[src/rtl/pc_fetch_unit.sv]
// Program counter and instruction fetch sequencer: req/ack to instruction memory, valid/ready to decode.
// Optional feature macro: PC_MISALIGN_TRAP_EN (traps on misaligned redirect/flush targets).
module pc_fetch_unit #(
    parameter logic [31:0] RESET_PC = 32'h0000_0000,
    parameter int          PC_STEP  = 4
) (
    input  logic        clk,
    input  logic        reset,
    input  logic        redirect_en,
    input  logic [31:0] redirect_pc,
    input  logic        flush_en,
    input  logic [31:0] flush_pc,
    input  logic        stall,
    output logic        imem_req,
    output logic [31:0] imem_addr,
    input  logic        imem_ack,
    input  logic [31:0] imem_rdata,
    output logic        inst_valid,
    output logic [31:0] inst,
    output logic [31:0] inst_pc,
    output logic [31:0] inst_pc4,
    input  logic        inst_ready,
    output logic        misalign
);

    localparam logic [31:0] STEP = PC_STEP[31:0];

`ifdef PC_MISALIGN_TRAP_EN
    typedef enum logic [2:0] {IDLE = 3'd0, FETCH = 3'd1, HOLD = 3'd2, DRAIN = 3'd3, TRAP = 3'd4} state_t;
`else
    typedef enum logic [2:0] {IDLE = 3'd0, FETCH = 3'd1, HOLD = 3'd2, DRAIN = 3'd3} state_t;
`endif

    // Target as loaded into pc; without the trap feature low bits are simply cleared.
    function automatic logic [31:0] target_pc(input logic [31:0] t);
`ifdef PC_MISALIGN_TRAP_EN
        return t;
`else
        return {t[31:2], 2'b00};
`endif
    endfunction

    function automatic logic is_misaligned(input logic [31:0] t);
`ifdef PC_MISALIGN_TRAP_EN
        return (t[1:0] != 2'b00);
`else
        return (t[1:0] != 2'b00) & 1'b0;
`endif
    endfunction

    state_t      state_q, state_d;
    logic [31:0] pc_q, pc_d;
    logic [31:0] inst_q, inst_d;
    logic [31:0] inst_pc_q, inst_pc_d;
    logic [31:0] inst_pc4_q, inst_pc4_d;
    logic [31:0] imem_addr_q, imem_addr_d;
    logic        imem_req_q, imem_req_d;
    logic        inst_valid_q, inst_valid_d;
    logic        misalign_q, misalign_d;
    logic        accept_s;

    assign accept_s = inst_ready & ~stall;

    // Next-state, pc and held-instruction update; flush overrides every other event.
    always_comb begin
        state_d   = state_q;
        pc_d      = pc_q;
        inst_d    = inst_q;
        inst_pc_d = inst_pc_q;
        misalign_d = misalign_q;
        if (flush_en) begin
            pc_d = target_pc(flush_pc);
            case (state_q)
                FETCH:   state_d = imem_ack ? FETCH : DRAIN;
                // An ack arriving with the flush retires the outstanding request, so refetch at once.
                DRAIN:   state_d = imem_ack ? FETCH : DRAIN;
                default: state_d = FETCH;
            endcase
            if (is_misaligned(flush_pc)) begin
                state_d    = state_t'(3'd4);
                misalign_d = 1'b1;
            end else begin
                misalign_d = 1'b0;
            end
        end else begin
            case (state_q)
                IDLE: state_d = FETCH;
                FETCH: begin
                    if (imem_ack) begin
                        inst_d    = imem_rdata;
                        inst_pc_d = pc_q;
                        state_d   = HOLD;
                    end else begin
                        state_d = FETCH;
                    end
                end
                HOLD: begin
                    if (accept_s) begin
                        state_d = FETCH;
                        if (redirect_en) begin
                            pc_d = target_pc(redirect_pc);
                            if (is_misaligned(redirect_pc)) begin
                                state_d    = state_t'(3'd4);
                                misalign_d = 1'b1;
                            end else begin
                                misalign_d = misalign_q;
                            end
                        end else begin
                            pc_d = pc_q + STEP;
                        end
                    end else begin
                        state_d = HOLD;
                    end
                end
                DRAIN: state_d = imem_ack ? FETCH : DRAIN;
`ifdef PC_MISALIGN_TRAP_EN
                TRAP:  state_d = TRAP;
`endif
                default: state_d = IDLE;
            endcase
        end
    end

    // Output register inputs, decoded from the next state so every port comes straight off a flop.
    always_comb begin
        imem_req_d   = (state_d == FETCH) || (state_d == DRAIN);
        inst_valid_d = (state_d == HOLD);
        inst_pc4_d   = inst_pc_d + STEP;
        if (state_d == FETCH) begin
            imem_addr_d = pc_d;
        end else begin
            imem_addr_d = imem_addr_q;
        end
    end

    // State and output registers with synchronous reset.
    always_ff @(posedge clk) begin
        if (reset) begin
            state_q      <= IDLE;
            pc_q         <= RESET_PC;
            inst_q       <= 32'h0000_0000;
            inst_pc_q    <= RESET_PC;
            inst_pc4_q   <= RESET_PC + STEP;
            imem_addr_q  <= RESET_PC;
            imem_req_q   <= 1'b0;
            inst_valid_q <= 1'b0;
            misalign_q   <= 1'b0;
        end else begin
            state_q      <= state_d;
            pc_q         <= pc_d;
            inst_q       <= inst_d;
            inst_pc_q    <= inst_pc_d;
            inst_pc4_q   <= inst_pc4_d;
            imem_addr_q  <= imem_addr_d;
            imem_req_q   <= imem_req_d;
            inst_valid_q <= inst_valid_d;
            misalign_q   <= misalign_d;
        end
    end

    assign imem_req   = imem_req_q;
    assign imem_addr  = imem_addr_q;
    assign inst_valid = inst_valid_q;
    assign inst       = inst_q;
    assign inst_pc    = inst_pc_q;
    assign inst_pc4   = inst_pc4_q;
`ifdef PC_MISALIGN_TRAP_EN
    assign misalign   = misalign_q;
`else
    assign misalign   = misalign_q & 1'b0;
`endif

endmodule

[config.mk]
export PLATFORM = sky130hd
export DESIGN_NAME = pc_fetch_unit
export DESIGN_NICKNAME = d
export VERILOG_FILES = /design/src/rtl/pc_fetch_unit.sv
export SDC_FILE = /design/constraint.sdc
export NUM_CORES = 1
export LEC_CHECK = 0
export BUFFER_PORTS_ARGS = -buffer_cell sky130_fd_sc_hd__buf_2
export CORE_MARGIN = 4
export CORE_UTILIZATION = 55
export CTS_CLUSTER_SIZE = 12
export DETAILED_ROUTE_END_ITERATION = 16
export GPL_TIMING_DRIVEN = 0
export HOLD_SLACK_MARGIN = 0.1
export PLACE_DENSITY_LB_ADDON = 0.05
export REMOVE_ABC_BUFFERS = 1
export SLEW_MARGIN = 0
export SYNTH_ARGS = -nofsm -noshare
export SYNTH_HDL_FRONTEND = slang
export SYNTH_SLANG_ARGS = --single-unit
[constraint.sdc]
create_clock -name clk -period 9.5 [get_ports clk]
set_clock_uncertainty 0.15 [all_clocks]
set_input_delay 0.95 -clock clk [delete_from_list [all_inputs] [get_ports clk]]
set_output_delay 0.95 -clock clk [all_outputs]
set_load 0.02 [all_outputs]
# --- Word level (Yosys, flattened, before mapping) ---
# Index checks and enable logic that the tools add are counted.
op_classes:
  addsub: 2
  n_mul: 0
  n_div: 0
  n_lt_le_gt_ge: 0
  n_eq_ne: 6
  n_shift: 0
  n_mux: 13
  bitwise_logic: 3
  reduce_logical: 4
ops:
  columns: ["op", "count"]
  rows:
  - ["32-bit 2-to-1 mux", 7]
  - ["32-bit by 3-bit adder with 32-bit output (second input constant)", 2]
  - ["3-bit by 2-bit == test with 1-bit output (second input constant)", 4]
  - ["2-bit 2-to-1 mux", 5]
  - ["2-bit one-hot mux with 4 select lines", 1]
  - ["3-bit by 1-bit == test with 1-bit output (second input constant)", 2]
  - ["3-bit logical NOT", 1]
  - ["3-bit AND reduction", 1]
  - ["1-bit NOT", 2]
  - ["2-bit OR reduction", 1]
  - ["1-bit AND", 1]
  - ["1-bit logical OR", 1]
totals:
  ff_bits: 165
  latch_bits: 0
  ramBits: 0
  mem_bits_ro: 0
  out_inout_bits: 131
  word_cells: 36
  memories: 0

# --- Logic depth before layout (Yosys ltp) ---
logic_depth:
  depth_word: 7
  mapped_depth: 14
  depth_no_buf: 9

# --- Worst setup path after synthesis ---
# OpenSTA, ideal clock, no wires.
synth_path:
  kind: "input port to flip-flop"
  from: "input flush_en"
  to: "register inst_pc4_q[26], in the netlist inst_pc4[26]"
  setup_time_ns: 0.128
  arrival_ns: 3.710
  required_time_ns: 9.222
  path_slack_ns: 5.512
  cell_stages: 14
  path_buffers: 5
  path_cell_list: "clkbuf_1 > nor4bb_1 > buf_2 > buf_2 > buf_1 > buf_2 > nand2_1 > nand2_1 > ha_1 > inv_1 > a211o_1 > nor4_1 > xor2_1 > nor2_1"
synth_via:
  elab_chain_len: 2
synth_rtl:
  columns: ["item", "line_no", "text"]
  rows:
  - ["start, declared", "11", "input logic flush_en,"]
  - ["32-bit 2-to-1 mux", "71", "if (flush_en) begin"]
  - ["named net inst_pc_d[3]", "54", "logic [31:0] inst_pc_q, inst_pc_d;"]
  - ["32-bit by 3-bit adder with 32-bit output", "128", "inst_pc4_d = inst_pc_d + STEP;"]
  - ["end signal, assigned", "143", "inst_pc4_q <= RESET_PC + STEP;"]
  - ["end signal, assigned", "153", "inst_pc4_q <= inst_pc4_d;"]
  - ["end, declared", "55", "logic [31:0] inst_pc4_q, inst_pc4_d;"]
# The timed path passes the listed nets, and every way through them passes these cells.
# A chain may end at the register's enable or synchronous reset.

# --- Worst setup path after layout ---
layout_path:
  from: "input flush_en"
  to: "register inst_pc4_q[8], in the netlist inst_pc4[8]"
layout_via:
  elab_chain_len: 2
layout_rtl:
  columns: ["item", "line_no"]
  rows:
  - ["32-bit 2-to-1 mux", "71"]
  - ["32-bit by 3-bit adder with 32-bit output", "128"]
# No other way between the ends.

==> impl_results.md <==
* Combinational share of power at 11.3%
* Pleak at 3.834 nW
* Async set-reset flop share out of synthesis at 0%
* Vias in the first global route at between 6,000 and 7,000
* Min Tclk post-route at ~4000 ps
* Synth top area share at a little over two fifths
* Commonest non-fill, non-tap cell in the layout: buf_2
* H-tree levels at 4
* WL per Instance at roughly 17 microns
* Fill cells at 1,152
* Crit-path cells: buf_2 > nor4bb_4 > buf_6 > mux2i_2 > nor3_1 > nand2_1 > xor2_1 > o22ai_1
* R2r worst-path depth at 7
* YS warnings at 0
* Max-cap violation count at 0
* PostCTS Resize Cnt at 0
* PwrDens at 177.1 nW/um^2
* Cell taking the most area after synthesis: dfxtp_1
* Clock-pin transition on the worst setup and hold timing paths at ~60 ps
* I/O Buffers at 228
* P_sw at ~0.00041 W
* Dpl cells at between 1,000 and 1,500
* Clock Tree Buf Depth at 2
* Hpwl dp at around 15,000 microns
* Total GRT Usage at between 20% and 30%
* Switching share of total power at about a quarter
* Fmax at 250.4 MHz
* Cts-stage hold buffer count at 0
* RSZ-0062 raised after global routing: false
* CP required at 9640 ps
* Mapped Area at around 7500 sq um
* Ant diodes at 0
* Setup crit end kind: flip-flop
* CP Capture Point: inst_pc4[8]
* Reg-to-reg slack, setup at ~6000 ps
* Reg2reg end: inst_pc4[8]
* CTS tree: done
* Crit-path slowest cell: nor4bb_4
* Top-level I/O count at 234
* Internal power at 0.001219 W
* Critical Path Start: flush_en
* Predominant post-synthesis flop cell: dfxtp_1
* P&R area growth vs syn at 23.15%
* Post-DR vias/cell at 5.689
* Pins over their slew limit at 0
* Yosys reg bits at ~160
* First-pass GRT wire length at approximately 35,000 microns
* Synth area leaders: dfxtp_1 43%, nand2_1 6.5%, nor2_1 6.3%
* Grt ovf at 0
* TritonCTS buffer count at 17
* Yosys cell types at ~70
* Slew HR at under 10%
* Largest net degree at the start of global routing at 77
* Hold path cells at 2
* CP Launch Type: input port
* GP Congestion at ~0.91
* Syn Area/Cell at between 8 and 9 sq um
* CTS root buffer: clkbuf_16
* Sequential fraction of the synthesis area at a little over two fifths
* Nets at 1,208
* # rows at 42
* Post-Layout Cell Count at 1,291
* Worst Tran Pin Value at around 1400 ps
* Post-synth EDFFs at 0
* Core Box Area at 13,300 sq um
* Clock latency on the worst-skew pair at between 400 and 500 ps
* Clock power frac at a little over two fifths
* Final Hold Fails at 0
* Drt total wl at roughly 22,000 microns
* VDD IR max at between 0.1 and 0.15 mV
* Area of the multi-input gates at about 3800 sq um
* Final setup vio count at 0
* Reg2reg start: state_q[0]
* Die height at 124.7 microns
* DRT iter0 DRCs at between 800 and 900
* # DRC at 0
* Antenna-violating nets left at 0
* Crit-path max FO at 53
* Die ar. at around 16,000 sq um
* Setup_tns at 0 ps
* # clock sinks at roughly 160
* Crit path kind: in2reg
* Sequential share of power at approximately 45%
* Die W at around 120 microns
* CP peak stage delay at 920 ps
* Share of cells above drive strength 1 at between 20 and 30%
* DR pass1 iterations at 6
* Register area at around 3200 sq um
* Via Count at roughly 7,300
* Worst path arrival time at around 4100 ps
* Initial core utilization at 56.31%
* Setup repair bufs after CTS at 0
* Hold crit path type: reg2reg
* Post-route clock period utilization at between 40% and 50%
* Status: finished, final reports clean
* Antenna violations before repair at 1
* Most frequent cells in the layout: 227 x buf_2, 162 x dfxtp_1, 129 x nand2_1
* Cells after Synth at just over 900
[layer usage]
metal | global-route usage [%] | part of all wire, % | up-vias
met5 | 0 | 0.036 | -
met4 | 9.607 | 2.2 | 2
met3 | 6.132 | 8.8 | 40
met2 | 42.49 | 45 | 341
met1 | 38.40 | 44 | 3331
li1 | - | - | 3630
[synth_stat cells (4+ instances only)]
cell and instances:
nor2b_1 4, buf_2 5, a21o_1 6, a211oi_1 13, nor2_1 125, nand2_1 129, a31oi_1 13, nand3_1 32
a22oi_1 7, dfxtp_1 162, o22ai_1 5, nand2b_1 4, nor3_1 24, o21ai_0 42, and3_1 11, o22a_1 4
nor4_1 16, a21oi_1 82, clkbuf_1 45, inv_1 11, nand4_1 22, xnor2_1 9, mux2_2 4, mux2i_1 27
and2_1 8, clkbuf_8 9, a32oi_1 6, xor2_1 21
[kinds of logic after synthesis]
kind of cell / Yosys count / synth area share [%]
buffers and inverters: 83 / 6.116
flip-flops: 162 / 43.32
AND/OR/NAND/NOR: 392 / 24.16
AO/OA/AOI/OAI: 219 / 18.30
adder cells (fa/ha/maj): 2 / 0.3342
other: 1 / 0.05009
multiplexers: 31 / 4.211
XOR/XNOR: 30 / 3.509
[metrics by stage]
stage / hold WS [ps] / util (%) / setup WS, ps / cell area (sq um) / total power, W
2_1_floorplan: 271.3 / - / -2378 / 7071 / 0.0008488
4_1_cts: 298.4 / 69.32 / 5098 / 9216 / 0.001638
3_3_place_gp: 287.4 / 63.42 / -8909 / 8432 / 0.0009335
5_1_grt: 316.4 / 69.35 / 5239 / 9220 / 0.001691
3_5_place_dp: 289.9 / 64.79 / 4680 / 8615 / 0.0009359
6_report: 300.0 / 69.35 / 5507 / 9220 / 0.001633
[power by group through the flow]
stage	clock network (W)	logic [W]	registers, W
after floorplan	0	0.0000754	0.000773
after global placement	0	0.000181	0.000752
after detailed placement	0	0.000183	0.000753
after CTS	0.000716	0.000184	0.000738
after global routing	0.000746	0.000201	0.000743
final	0.000709	0.000184	0.000740
[worst max-delay path: cells and delay by family]
kind / cells / cell delay, ps
simple gates: 3 / 1360
mux: 1 / 820
buf+inv: 2 / 710
xor+xnor: 1 / 150
compound gates: 1 / 120
[registers in the layout, summed over array words and instances, names as in the netlist]
register,count
inst_pc4,30
inst_pc,32
state_q,2
imem_req,1
inst_valid,1
inst,32
pc_q,32
imem_addr,32
[area by class of cell]
type / instances / area share, %
multi-input cells: 675 / 41.69
well taps: 176 / 2.388
repair buffers: 236 / 13.77
clock buffers: 22 / 4.817
clock inverters: 9 / 1.710
flip-flops and latches: 162 / 35.17
inverters: 11 / 0.4478
[worst min path at each step]
stage,start,slack (ps),endpoint
6_report,pc_q[1],300,inst_pc[1]
5_1_grt,inst[15],320,inst[15]
4_1_cts,pc_q[1],300,inst_pc[1]
3_5_place_dp,pc_q[1],290,inst_pc[1]
3_3_place_gp,pc_q[1],290,inst_pc[1]
2_1_floorplan,pc_q[0],270,inst_pc[0]
No activity file was read; power rests on OpenSTA's default activity.
